File: src/rtl/axi4_protocol_monitor.sv
// Passive AXI4 manager-port protocol monitor: handshake/payload stability, burst LAST
// consistency and response ordering, reported as sticky flags. Optional stall timeout: AXI_MON_TIMEOUT_EN.
module axi4_protocol_monitor #(
    parameter int ADDR_WIDTH      = 32,
    parameter int DATA_WIDTH      = 32,
    parameter int MAX_OUTSTANDING = 8,
    parameter int TIMEOUT_CYCLES  = 1024
) (
    input  logic                                   M_AXI_ACLK,
    input  logic                                   M_AXI_ARESET,
    input  logic [ADDR_WIDTH-1:0]                  M_AXI_AWADDR,
    input  logic [7:0]                             M_AXI_AWLEN,
    input  logic [2:0]                             M_AXI_AWSIZE,
    input  logic [1:0]                             M_AXI_AWBURST,
    input  logic [2:0]                             M_AXI_AWPROT,
    input  logic                                   M_AXI_AWVALID,
    input  logic                                   M_AXI_AWREADY,
    input  logic [DATA_WIDTH-1:0]                  M_AXI_WDATA,
    input  logic [DATA_WIDTH/8-1:0]                M_AXI_WSTRB,
    input  logic                                   M_AXI_WLAST,
    input  logic                                   M_AXI_WVALID,
    input  logic                                   M_AXI_WREADY,
    input  logic [1:0]                             M_AXI_BRESP,
    input  logic                                   M_AXI_BVALID,
    input  logic                                   M_AXI_BREADY,
    input  logic [ADDR_WIDTH-1:0]                  M_AXI_ARADDR,
    input  logic [7:0]                             M_AXI_ARLEN,
    input  logic [2:0]                             M_AXI_ARSIZE,
    input  logic [1:0]                             M_AXI_ARBURST,
    input  logic [2:0]                             M_AXI_ARPROT,
    input  logic                                   M_AXI_ARVALID,
    input  logic                                   M_AXI_ARREADY,
    input  logic [DATA_WIDTH-1:0]                  M_AXI_RDATA,
    input  logic [1:0]                             M_AXI_RRESP,
    input  logic                                   M_AXI_RLAST,
    input  logic                                   M_AXI_RVALID,
    input  logic                                   M_AXI_RREADY,
    input  logic                                   mon_err_clr,
    output logic [16:0]                            mon_err,
    output logic [4:0]                             mon_err_first,
    output logic                                   mon_irq,
    output logic [$clog2(MAX_OUTSTANDING+1):0]     mon_wr_outstanding,
    output logic [$clog2(MAX_OUTSTANDING+1):0]     mon_rd_outstanding
);

    localparam int CW  = $clog2(MAX_OUTSTANDING + 1);
    localparam int OW  = CW + 1;
    localparam int PW  = $clog2(MAX_OUTSTANDING);
    localparam int AXW = ADDR_WIDTH + 16;
    localparam int WW  = DATA_WIDTH + DATA_WIDTH / 8 + 1;
    localparam int RW  = DATA_WIDTH + 3;

    if (MAX_OUTSTANDING < 2 || (MAX_OUTSTANDING & (MAX_OUTSTANDING - 1)) != 0)
        $error("MAX_OUTSTANDING must be a power of 2 and at least 2");
    if (TIMEOUT_CYCLES < 1)
        $error("TIMEOUT_CYCLES must be at least 1");

    logic w_aw_hs, w_w_hs, w_b_hs, w_ar_hs, w_r_hs;
    assign w_aw_hs = M_AXI_AWVALID && M_AXI_AWREADY;
    assign w_w_hs  = M_AXI_WVALID  && M_AXI_WREADY;
    assign w_b_hs  = M_AXI_BVALID  && M_AXI_BREADY;
    assign w_ar_hs = M_AXI_ARVALID && M_AXI_ARREADY;
    assign w_r_hs  = M_AXI_RVALID  && M_AXI_RREADY;

    logic [AXW-1:0] w_ar_pay, w_aw_pay, r_ar_pay, r_aw_pay;
    logic [WW-1:0]  w_w_pay, r_w_pay;
    logic [RW-1:0]  w_r_pay, r_r_pay;
    logic [1:0]     r_b_pay;
    logic           r_ar_pend, r_aw_pend, r_w_pend, r_r_pend, r_b_pend;

    assign w_ar_pay = {M_AXI_ARADDR, M_AXI_ARLEN, M_AXI_ARSIZE, M_AXI_ARBURST, M_AXI_ARPROT};
    assign w_aw_pay = {M_AXI_AWADDR, M_AXI_AWLEN, M_AXI_AWSIZE, M_AXI_AWBURST, M_AXI_AWPROT};
    assign w_w_pay  = {M_AXI_WDATA, M_AXI_WSTRB, M_AXI_WLAST};
    assign w_r_pay  = {M_AXI_RDATA, M_AXI_RRESP, M_AXI_RLAST};

    // NOTE: sequential state uses non-blocking assignments so every register samples pre-edge values.
    always_ff @(posedge M_AXI_ACLK or posedge M_AXI_ARESET) begin
        if (M_AXI_ARESET) begin
            r_ar_pend <= 1'b0;
            r_aw_pend <= 1'b0;
            r_w_pend  <= 1'b0;
            r_r_pend  <= 1'b0;
            r_b_pend  <= 1'b0;
            r_ar_pay  <= '0;
            r_aw_pay  <= '0;
            r_w_pay   <= '0;
            r_r_pay   <= '0;
            r_b_pay   <= '0;
        end else begin
            r_ar_pend <= M_AXI_ARVALID && !M_AXI_ARREADY;
            r_aw_pend <= M_AXI_AWVALID && !M_AXI_AWREADY;
            r_w_pend  <= M_AXI_WVALID  && !M_AXI_WREADY;
            r_r_pend  <= M_AXI_RVALID  && !M_AXI_RREADY;
            r_b_pend  <= M_AXI_BVALID  && !M_AXI_BREADY;
            r_ar_pay  <= w_ar_pay;
            r_aw_pay  <= w_aw_pay;
            r_w_pay   <= w_w_pay;
            r_r_pay   <= w_r_pay;
            r_b_pay   <= M_AXI_BRESP;
        end
    end

    // Burst-length FIFOs, matched in address-acceptance order.
    logic [7:0]    r_wr_fifo [MAX_OUTSTANDING];
    logic [7:0]    r_rd_fifo [MAX_OUTSTANDING];
    logic [PW-1:0] r_wr_wptr, r_wr_rptr, r_rd_wptr, r_rd_rptr;
    logic [CW-1:0] r_wr_cnt, r_rd_cnt, r_b_pending;
    logic [7:0]    r_w_idx, r_r_idx;

    logic       w_wr_empty, w_wr_full, w_rd_empty, w_rd_full;
    logic       w_wr_push, w_wr_pop, w_rd_push, w_rd_pop;
    logic [7:0] w_w_len, w_r_len;
    logic       w_w_beat, w_w_last, w_r_beat, w_r_last, w_b_dec;

    assign w_wr_empty = (r_wr_cnt == '0);
    assign w_wr_full  = (r_wr_cnt == CW'(MAX_OUTSTANDING));
    assign w_rd_empty = (r_rd_cnt == '0);
    assign w_rd_full  = (r_rd_cnt == CW'(MAX_OUTSTANDING));

    // An empty FIFO with a same-cycle AW takes the burst length straight from AWLEN.
    assign w_w_len   = w_wr_empty ? M_AXI_AWLEN : r_wr_fifo[r_wr_rptr];
    assign w_w_beat  = w_w_hs && (!w_wr_empty || w_aw_hs);
    assign w_w_last  = (r_w_idx == w_w_len);
    assign w_wr_push = w_aw_hs && !w_wr_full;
    assign w_wr_pop  = w_w_beat && w_w_last;

    assign w_r_len   = r_rd_fifo[r_rd_rptr];
    assign w_r_beat  = w_r_hs && !w_rd_empty;
    assign w_r_last  = (r_r_idx == w_r_len);
    assign w_rd_push = w_ar_hs && !w_rd_full;
    assign w_rd_pop  = w_r_beat && w_r_last;

    assign w_b_dec   = w_b_hs && (r_b_pending != '0);

    // NOTE: FIFO storage carries no reset; count and pointers alone define validity.
    always_ff @(posedge M_AXI_ACLK) begin
        if (w_wr_push) r_wr_fifo[r_wr_wptr] <= M_AXI_AWLEN;
        if (w_rd_push) r_rd_fifo[r_rd_wptr] <= M_AXI_ARLEN;
    end

    always_ff @(posedge M_AXI_ACLK or posedge M_AXI_ARESET) begin
        if (M_AXI_ARESET) begin
            r_wr_wptr   <= '0;
            r_wr_rptr   <= '0;
            r_rd_wptr   <= '0;
            r_rd_rptr   <= '0;
            r_wr_cnt    <= '0;
            r_rd_cnt    <= '0;
            r_b_pending <= '0;
            r_w_idx     <= '0;
            r_r_idx     <= '0;
        end else begin
            if (w_wr_push) r_wr_wptr <= r_wr_wptr + 1'b1;
            if (w_wr_pop)  r_wr_rptr <= r_wr_rptr + 1'b1;
            if (w_rd_push) r_rd_wptr <= r_rd_wptr + 1'b1;
            if (w_rd_pop)  r_rd_rptr <= r_rd_rptr + 1'b1;

            if (w_wr_push && !w_wr_pop)      r_wr_cnt <= r_wr_cnt + 1'b1;
            else if (!w_wr_push && w_wr_pop) r_wr_cnt <= r_wr_cnt - 1'b1;
            if (w_rd_push && !w_rd_pop)      r_rd_cnt <= r_rd_cnt + 1'b1;
            else if (!w_rd_push && w_rd_pop) r_rd_cnt <= r_rd_cnt - 1'b1;

            if (w_wr_pop && !w_b_dec && r_b_pending != CW'(MAX_OUTSTANDING))
                r_b_pending <= r_b_pending + 1'b1;
            else if (!w_wr_pop && w_b_dec)
                r_b_pending <= r_b_pending - 1'b1;

            if (w_w_beat) r_w_idx <= w_w_last ? 8'd0 : r_w_idx + 8'd1;
            if (w_r_beat) r_r_idx <= w_r_last ? 8'd0 : r_r_idx + 8'd1;
        end
    end

    assign mon_wr_outstanding = OW'(r_wr_cnt) + OW'(r_b_pending);
    assign mon_rd_outstanding = OW'(r_rd_cnt);

    logic w_timeout;
`ifdef AXI_MON_TIMEOUT_EN
    localparam int TW = $clog2(TIMEOUT_CYCLES + 1);
    logic [TW-1:0] r_to_cnt;
    logic          w_busy, w_any_hs;

    assign w_busy    = (mon_wr_outstanding != '0) || (mon_rd_outstanding != '0);
    assign w_any_hs  = w_aw_hs || w_w_hs || w_b_hs || w_ar_hs || w_r_hs;
    assign w_timeout = w_busy && !w_any_hs && (r_to_cnt == TW'(TIMEOUT_CYCLES - 1));

    always_ff @(posedge M_AXI_ACLK or posedge M_AXI_ARESET) begin
        if (M_AXI_ARESET)                           r_to_cnt <= '0;
        else if (!w_busy || w_any_hs)               r_to_cnt <= '0;
        else if (r_to_cnt != TW'(TIMEOUT_CYCLES))   r_to_cnt <= r_to_cnt + 1'b1;
    end
`else
    assign w_timeout = 1'b0;
`endif

    logic [16:0] w_err;
    // NOTE: every always_comb output gets a default first so no latch is inferred.
    always_comb begin
        w_err     = '0;
        w_err[0]  = r_ar_pend && !M_AXI_ARVALID;
        w_err[1]  = r_aw_pend && !M_AXI_AWVALID;
        w_err[2]  = r_w_pend  && !M_AXI_WVALID;
        w_err[3]  = r_r_pend  && !M_AXI_RVALID;
        w_err[4]  = r_b_pend  && !M_AXI_BVALID;
        w_err[5]  = r_ar_pend && M_AXI_ARVALID && (w_ar_pay != r_ar_pay);
        w_err[6]  = r_aw_pend && M_AXI_AWVALID && (w_aw_pay != r_aw_pay);
        w_err[7]  = r_w_pend  && M_AXI_WVALID  && (w_w_pay  != r_w_pay);
        w_err[8]  = r_r_pend  && M_AXI_RVALID  && (w_r_pay  != r_r_pay);
        w_err[9]  = r_b_pend  && M_AXI_BVALID  && (M_AXI_BRESP != r_b_pay);
        w_err[10] = w_w_hs && w_wr_empty && !w_aw_hs;
        w_err[11] = w_w_beat && (M_AXI_WLAST != w_w_last);
        w_err[12] = w_r_beat && (M_AXI_RLAST != w_r_last);
        w_err[13] = w_r_hs && w_rd_empty;
        w_err[14] = w_b_hs && (r_b_pending == '0);
        w_err[15] = (w_aw_hs && w_wr_full) || (w_ar_hs && w_rd_full);
        w_err[16] = w_timeout;
    end

    function automatic logic [4:0] first_code(input logic [16:0] err);
        logic [4:0] code;
        code = '0;
        for (int i = 16; i >= 0; i--)
            if (err[i]) code = 5'(i + 1);
        return code;
    endfunction

    logic [16:0] r_err;
    logic [4:0]  r_err_first;

    // A clear still records anything detected in the same cycle.
    always_ff @(posedge M_AXI_ACLK or posedge M_AXI_ARESET) begin
        if (M_AXI_ARESET) begin
            r_err       <= '0;
            r_err_first <= '0;
        end else if (mon_err_clr) begin
            r_err       <= w_err;
            r_err_first <= first_code(w_err);
        end else begin
            r_err <= r_err | w_err;
            if (r_err_first == '0) r_err_first <= first_code(w_err);
        end
    end

    assign mon_err       = r_err;
    assign mon_err_first = r_err_first;
    assign mon_irq       = |r_err;

endmodule
File: config.mk
export PLATFORM = sky130hd
export DESIGN_NAME = axi4_protocol_monitor
export DESIGN_NICKNAME = d
export VERILOG_FILES = /design/src/rtl/axi4_protocol_monitor.sv
export SDC_FILE = /design/constraint.sdc
export NUM_CORES = 1
export LEC_CHECK = 0
export BUFFER_PORTS_ARGS = -buffer_cell sky130_fd_sc_hd__buf_2
export CAP_MARGIN = 20
export CORE_MARGIN = 2
export CORE_UTILIZATION = 50
export CTS_CLUSTER_SIZE = 25
export DETAILED_ROUTE_END_ITERATION = 16
export GPL_TIMING_DRIVEN = 0
export MAX_ROUTING_LAYER = met4
export PLACE_DENSITY_LB_ADDON = 0.05
export SLEW_MARGIN = 20
export SYNTH_ARGS = -nofsm -noshare
export SYNTH_HDL_FRONTEND = slang
export SYNTH_SLANG_ARGS = --single-unit
File: constraint.sdc
create_clock -name M_AXI_ACLK -period 12.05 [get_ports M_AXI_ACLK]
set_clock_uncertainty 0.1 [all_clocks]
set_input_delay 0.6025 -clock M_AXI_ACLK [delete_from_list [all_inputs] [get_ports M_AXI_ACLK]]
set_output_delay 0.6025 -clock M_AXI_ACLK [all_outputs]
set_load 0.01 [all_outputs]
## After elaboration in Yosys (flattened, before gate mapping)

Memories as Yosys holds them, arrays and structs flattened.
Index checks and enable logic that the tools add are counted.

- $add $sub $neg: 13
- $mul: 0
- Divide/modulo/power cells: 0
- Magnitude comparators: 0
- Equal/unequal tests: 12
- Shift operators: 0
- Muxes and demuxes: 32
- Bitwise logic cells: 1
- Reduce and logical (&&, ||, !) cells: 79

Operators by type and width:

| kind | count |
|---|---|
| 48-bit != test | 2 |
| 5-bit 2-to-1 mux | 18 |
| 1-bit logical AND | 47 |
| 37-bit != test | 1 |
| 35-bit != test | 1 |
| 4-bit 2-to-1 mux | 6 |
| 8-bit 2-to-1 mux | 3 |
| 1-bit logical NOT | 20 |
| 17-bit 2-to-1 mux | 1 |
| 17-bit by 16-bit OR with 17-bit output | 1 |
| 17-bit OR reduction | 1 |
| 8-bit by 1-bit adder with 8-bit output, second input constant | 2 |
| 8-bit == test | 2 |
| 3-bit by 1-bit adder with 3-bit output, second input constant | 4 |
| 4-bit by 1-bit adder with 4-bit output, second input constant | 3 |
| 4-bit logical NOT | 3 |
| 4-bit by 1-bit subtractor with 4-bit output, second input constant | 3 |
| 4-bit == test, second input constant | 2 |
| 2-bit nonzero test | 4 |
| 4-bit by 4-bit adder with 5-bit output | 1 |
| 5-bit logical NOT | 1 |
| 1-bit 2-to-1 mux | 4 |
| 4-bit != test, second input constant | 1 |
| 4-bit nonzero test | 1 |
| 3 further kinds | 5 |

- Flip-flop bits (word level): 237
- Bits in latches: 0
- RAM bits: 128
- Memory bits (read-only): 0
- Input port bits: 183
- Output and inout bits: 33
- Logic and storage cells: 160
- Memories kept: 2

Memories:

| memory | depth | bits a word | read ports | clocked after memory_dff | wr ports | line | RTL |
|---|---|---|---|---|---|---|---|
| r_rd_fifo | 8 | 8 | 1 | 0 | 1 | 105 | `logic [7:0] r_rd_fifo [MAX_OUTSTANDING];` |
| r_wr_fifo | 8 | 8 | 1 | 0 | 1 | 104 | `logic [7:0] r_wr_fifo [MAX_OUTSTANDING];` |

## Logic depth before layout (Yosys ltp)

- Depth in word-level cells: 21
- Depth in mapped cells: 18
- Depth with buffers taken out: 15

## Worst setup path before layout

OpenSTA, ideal clock, no wires.

- Kind: flip-flop to flip-flop
- Start point: reg r_rd_rptr[2]
- End point: reg r_rd_cnt[3]
- Data arrival time: 3.560 ns
- Path slack: 8.261 ns
- Cell stages (with the launch flop): 18
- Buffers on the path: 2
- Period minus slack after synthesis: 3.789 ns
- Cells stage by stage: dfrtp_1 > buf_2 > buf_2 > mux4_2 > mux2i_1 > xor2_1 > nand3_1 > or4_1 > nor2_1 > inv_1 > ha_1 > inv_1 > ha_1 > a21o_1 > a21oi_1 > xnor2_1 > nor2_1 > xor2_1

- Word-level cells in the longest chain between the ends: 6

Ends and longest elaborated chain:

| element | line | RTL |
|---|---|---|
| start, declared | 106 | `logic [PW-1:0] r_wr_wptr, r_wr_rptr, r_rd_wptr, r_rd_rptr;` |
| start signal, assigned | 156 | `if (w_rd_pop) r_rd_rptr <= r_rd_rptr + 1'b1;` |
| memory 8 x 8 bit (*) | - |  |
| 8-bit == test (*) | 129 | `assign w_r_last = (r_r_idx == w_r_len);` |
| 1-bit logical AND (*) | 131 | `assign w_rd_pop = w_r_beat && w_r_last;` |
| 1-bit logical NOT | 160 | `if (w_rd_push && !w_rd_pop) r_rd_cnt <= r_rd_cnt + 1'b1;` |
| 1-bit logical AND | 160 |  |
| 4-bit 2-to-1 mux / 2-bit nonzero test (equally long branches) | - |  |
| end signal, assigned | 160 |  |
| end signal, assigned | 161 | `else if (!w_rd_push && w_rd_pop) r_rd_cnt <= r_rd_cnt - 1'b1;` |
| end, declared | 107 | `logic [CW-1:0] r_wr_cnt, r_rd_cnt, r_b_pending;` |

Every way passes the cells marked *; elsewhere a longest branch is shown, timed or not.
A chain may end at the register's enable or synchronous reset.

## Final worst setup path

Same ends and word-level chain as after synthesis.

==> qor.txt <==
Final Max Tran Viols = 0
Detail Placement HPWL = 23600 um
Worst Tran Pin Value = 1.001 ns
Fillers = 2369
Vias in the first global route = 9230
Power consumption = 3355 uW
Die area = 31350 um2
Port buffer count = 212
Num ports = 216
Max_cap viols = 0
Slew margin rel. = 33.04%
Cts repair resizes = 0
Total grt overflow = 0
Final WL = 32250 um
Via count = 9083
Max Fanout on Critical Path = 10
Layout cell share with drive strength beyond 1 = 23.89%
Root Driver = clkbuf_16
Mapped Cells = 1060
CTS buffer count = 39
EDFF count, synth = 128
Drt wl/cell = 18.45 um
Worst hold path type = in2reg
Std-Cell Rows = 63
Antenna Nets Post-Route = 0
DR pass1 iterations = 5
Main synth FF type = dfrtp_1
Drc violations = 0
Initial Util = 50.67%
Clock Sinks = 364
Asr flop ratio synth = 64.84%
Initial antenna violation count = 8
Initial DRC count = 488
Leak pwr = 0.007388 uW
Largest net degree at the start of global routing = 98
CP arrival = 4.61 ns
Nets = 1524
Outcome = complete, no violations
RSZ-0062 raised after global routing = no
Mapped Area = 14980 um2
Sequential area share after synthesis = 65.10%
Yosys warning count = 0
Synth area leader = dfrtp_1
CP required = 12.35 ns
Pwr per Cell Area = 186.3 nW/um2
Synth top cells by count = 236 x dfrtp_1, 128 x edfxtp_1, 121 x xnor2_1, 90 x xor2_1, 57 x nand2_1
Core ar. = 29560 um2
Synth top area share = 39.43%
Worst skew pair latency = 0.52 ns
TNS Setup = 0 ns
Mapped Avg Cell Area = 14.13 um2
Cell variety after synth = 59
Setup Viol. Count Final = 0
# hold bufs at CTS = 1
Die Height = 177.1 um
Final hold vios = 0
Crit. End Element = register
Routability cong. = 0.8170
Layout area overhead = 20.22%
Count leader, synth = dfrtp_1
Largest cells by area after synthesis = dfrtp_1 39%, edfxtp_1 26%, xnor2_1 7.1%
CTS H-tree depth = 2
Bufs on Longest Clock Path = 3
Post-CTS Setup Repair Bufs = 0
Setup crit start kind = register
DR vias/cell = 5.196
Final period util = 35.80%
CTS tree = built
Seq cells post-synth = 364
Worst Setup Path Type = reg2reg
Final min period = 4.314 ns
Max VDD drop = 0.0001183 V
Gr usage total = 21.72%
Chip Width = 177.1 um
Peak Freq = 231.8 MHz
First-pass GRT wire length = 50470 um
Reg clk slew, reported paths = 0.06 ns
[sequential cells by signal (all words and copies together) (netlist names), 4 cells and up]
signal,flops
r_wr_fifo,64
r_rd_fifo,64
r_aw_pay,48
r_b_pending,4
r_w_idx,8
r_ar_pay,48
mon_err_first,5
mon_err,16
r_r_idx,8
r_wr_cnt,4
r_rd_cnt,4
r_w_pay,37
r_r_pay,35
[where the power goes]
group | internal, uW | switching [uW]
logic | 273 | 335
clock network | 754 | 479
registers | 1410 | 107
[critical path: stages, from the launching register on]
cell and delay [ns]:
dfrtp_1 0.32, buf_2 0.25, buf_2 0.38, mux4_2 0.36, mux2i_1 0.19, xor2_1 0.17
nand3_1 0.13, or4_1 0.57, nor2_1 0.38, inv_1 0.08, ha_1 0.22, inv_1 0.12
ha_1 0.24, a21o_1 0.15, a21oi_1 0.18, xnor2_1 0.13, nor2_1 0.06, xor2_1 0.14
[placed cells by master (no fill, tap or decap), drive strengths merged, types with 9 or more instances in the layout]
master | synthesis | layout
nor3 | 15 | 15
inv | 22 | 23
buf | 14 | 230
nor4 | 33 | 33
o21ai | 32 | 32
clkbuf | 8 | 54
mux4 | 14 | 14
a21o | 14 | 14
dfrtp | 236 | 236
nand2 | 57 | 57
mux2i | 38 | 38
edfxtp | 128 | 128
a21oi | 14 | 14
xnor2 | 121 | 121
nand4 | 36 | 36
clkinv | 0 | 14
xor2 | 90 | 90
nor2b | 12 | 12
diode | 0 | 10
ha | 18 | 18
nand3 | 20 | 20
nand2b | 19 | 19
mux2 | 14 | 14
a31oi | 9 | 9
nor2 | 36 | 36
[cells by family after synthesis]
| kind of cell | count (synthesis) | synth area share, % |
|---|---|---|
| flops | 364 | 65.10 |
| compound gates | 104 | 4.520 |
| fa+ha+maj | 22 | 2.038 |
| other cells | 1 | 0.02504 |
| xor+xnor | 211 | 12.34 |
| mux | 66 | 5.848 |
| buf+inv | 44 | 1.337 |
| simple gates | 248 | 8.797 |
[layout make-up]
cell class	count	area [um2]	share of cell area [%]
clock inverter	24	282.8	1.571
clock buffer	46	1054	5.851
sequential	364	9749	54.15
inverter	22	90.09	0.5003
tap	390	488.0	2.710
multi-input combinational	653	5057	28.09
antenna	10	25.02	0.1390
timing repair buffer	217	1141	6.338
buffer	22	117.6	0.6532
[metal layers]
| layer | part of all wire [%] | track usage [%] | vias up | routed length [um] |
|---|---|---|---|---|
| li1 | - | - | 4348 | - |
| met3 | 7.6 | 6.164 | 46 | 2463 |
| met2 | 43 | 31.00 | 273 | 13950 |
| met1 | 47 | 30.87 | 4416 | 15210 |
| met5 | 0 | - | - | 0 |
| met4 | 2.0 | 5.269 | 0 | 629 |
[stage by stage]
stage / utilization [%] / hold slack (ns) / cell area, um2 / setup slack, ns / std cells
2_1_floorplan: - / 0.3805 / 14980 / 4.873 / 1061
3_3_place_gp: 55.92 / 0.3862 / 16530 / 2.095 / 1663
3_5_place_dp: 56.27 / 0.3967 / 16630 / 7.673 / 1667
4_1_cts: 60.83 / 0.08989 / 17980 / 7.655 / 1738
5_1_grt: 60.89 / 0.08567 / 18000 / 7.356 / 1746
6_report: 60.91 / 0.1068 / 18000 / 7.736 / 1748
[worst paths after layout]
check	startpoint	depth (start not counted)	slack, ns	to
max in group asynchronous	M_AXI_ARESET	5	10.03	r_r_pay[32]$_DFF_PP0_
max	r_rd_rptr[2]$_DFFE_PP0P_	17	7.74	r_rd_cnt[3]$_DFFE_PP0P_
min	M_AXI_ARADDR[1]	1	0.11	r_ar_pay[17]$_DFF_PP0_
min reg2reg	mon_err[12]$_DFF_PP0_	1	0.40	mon_err[12]$_DFF_PP0_
min in group asynchronous	M_AXI_ARESET	3	0.55	r_ar_pay[7]$_DFF_PP0_
max reg2reg	r_rd_rptr[2]$_DFFE_PP0P_	17	7.74	r_rd_cnt[3]$_DFFE_PP0P_
Power figures use the tool's default switching activity.
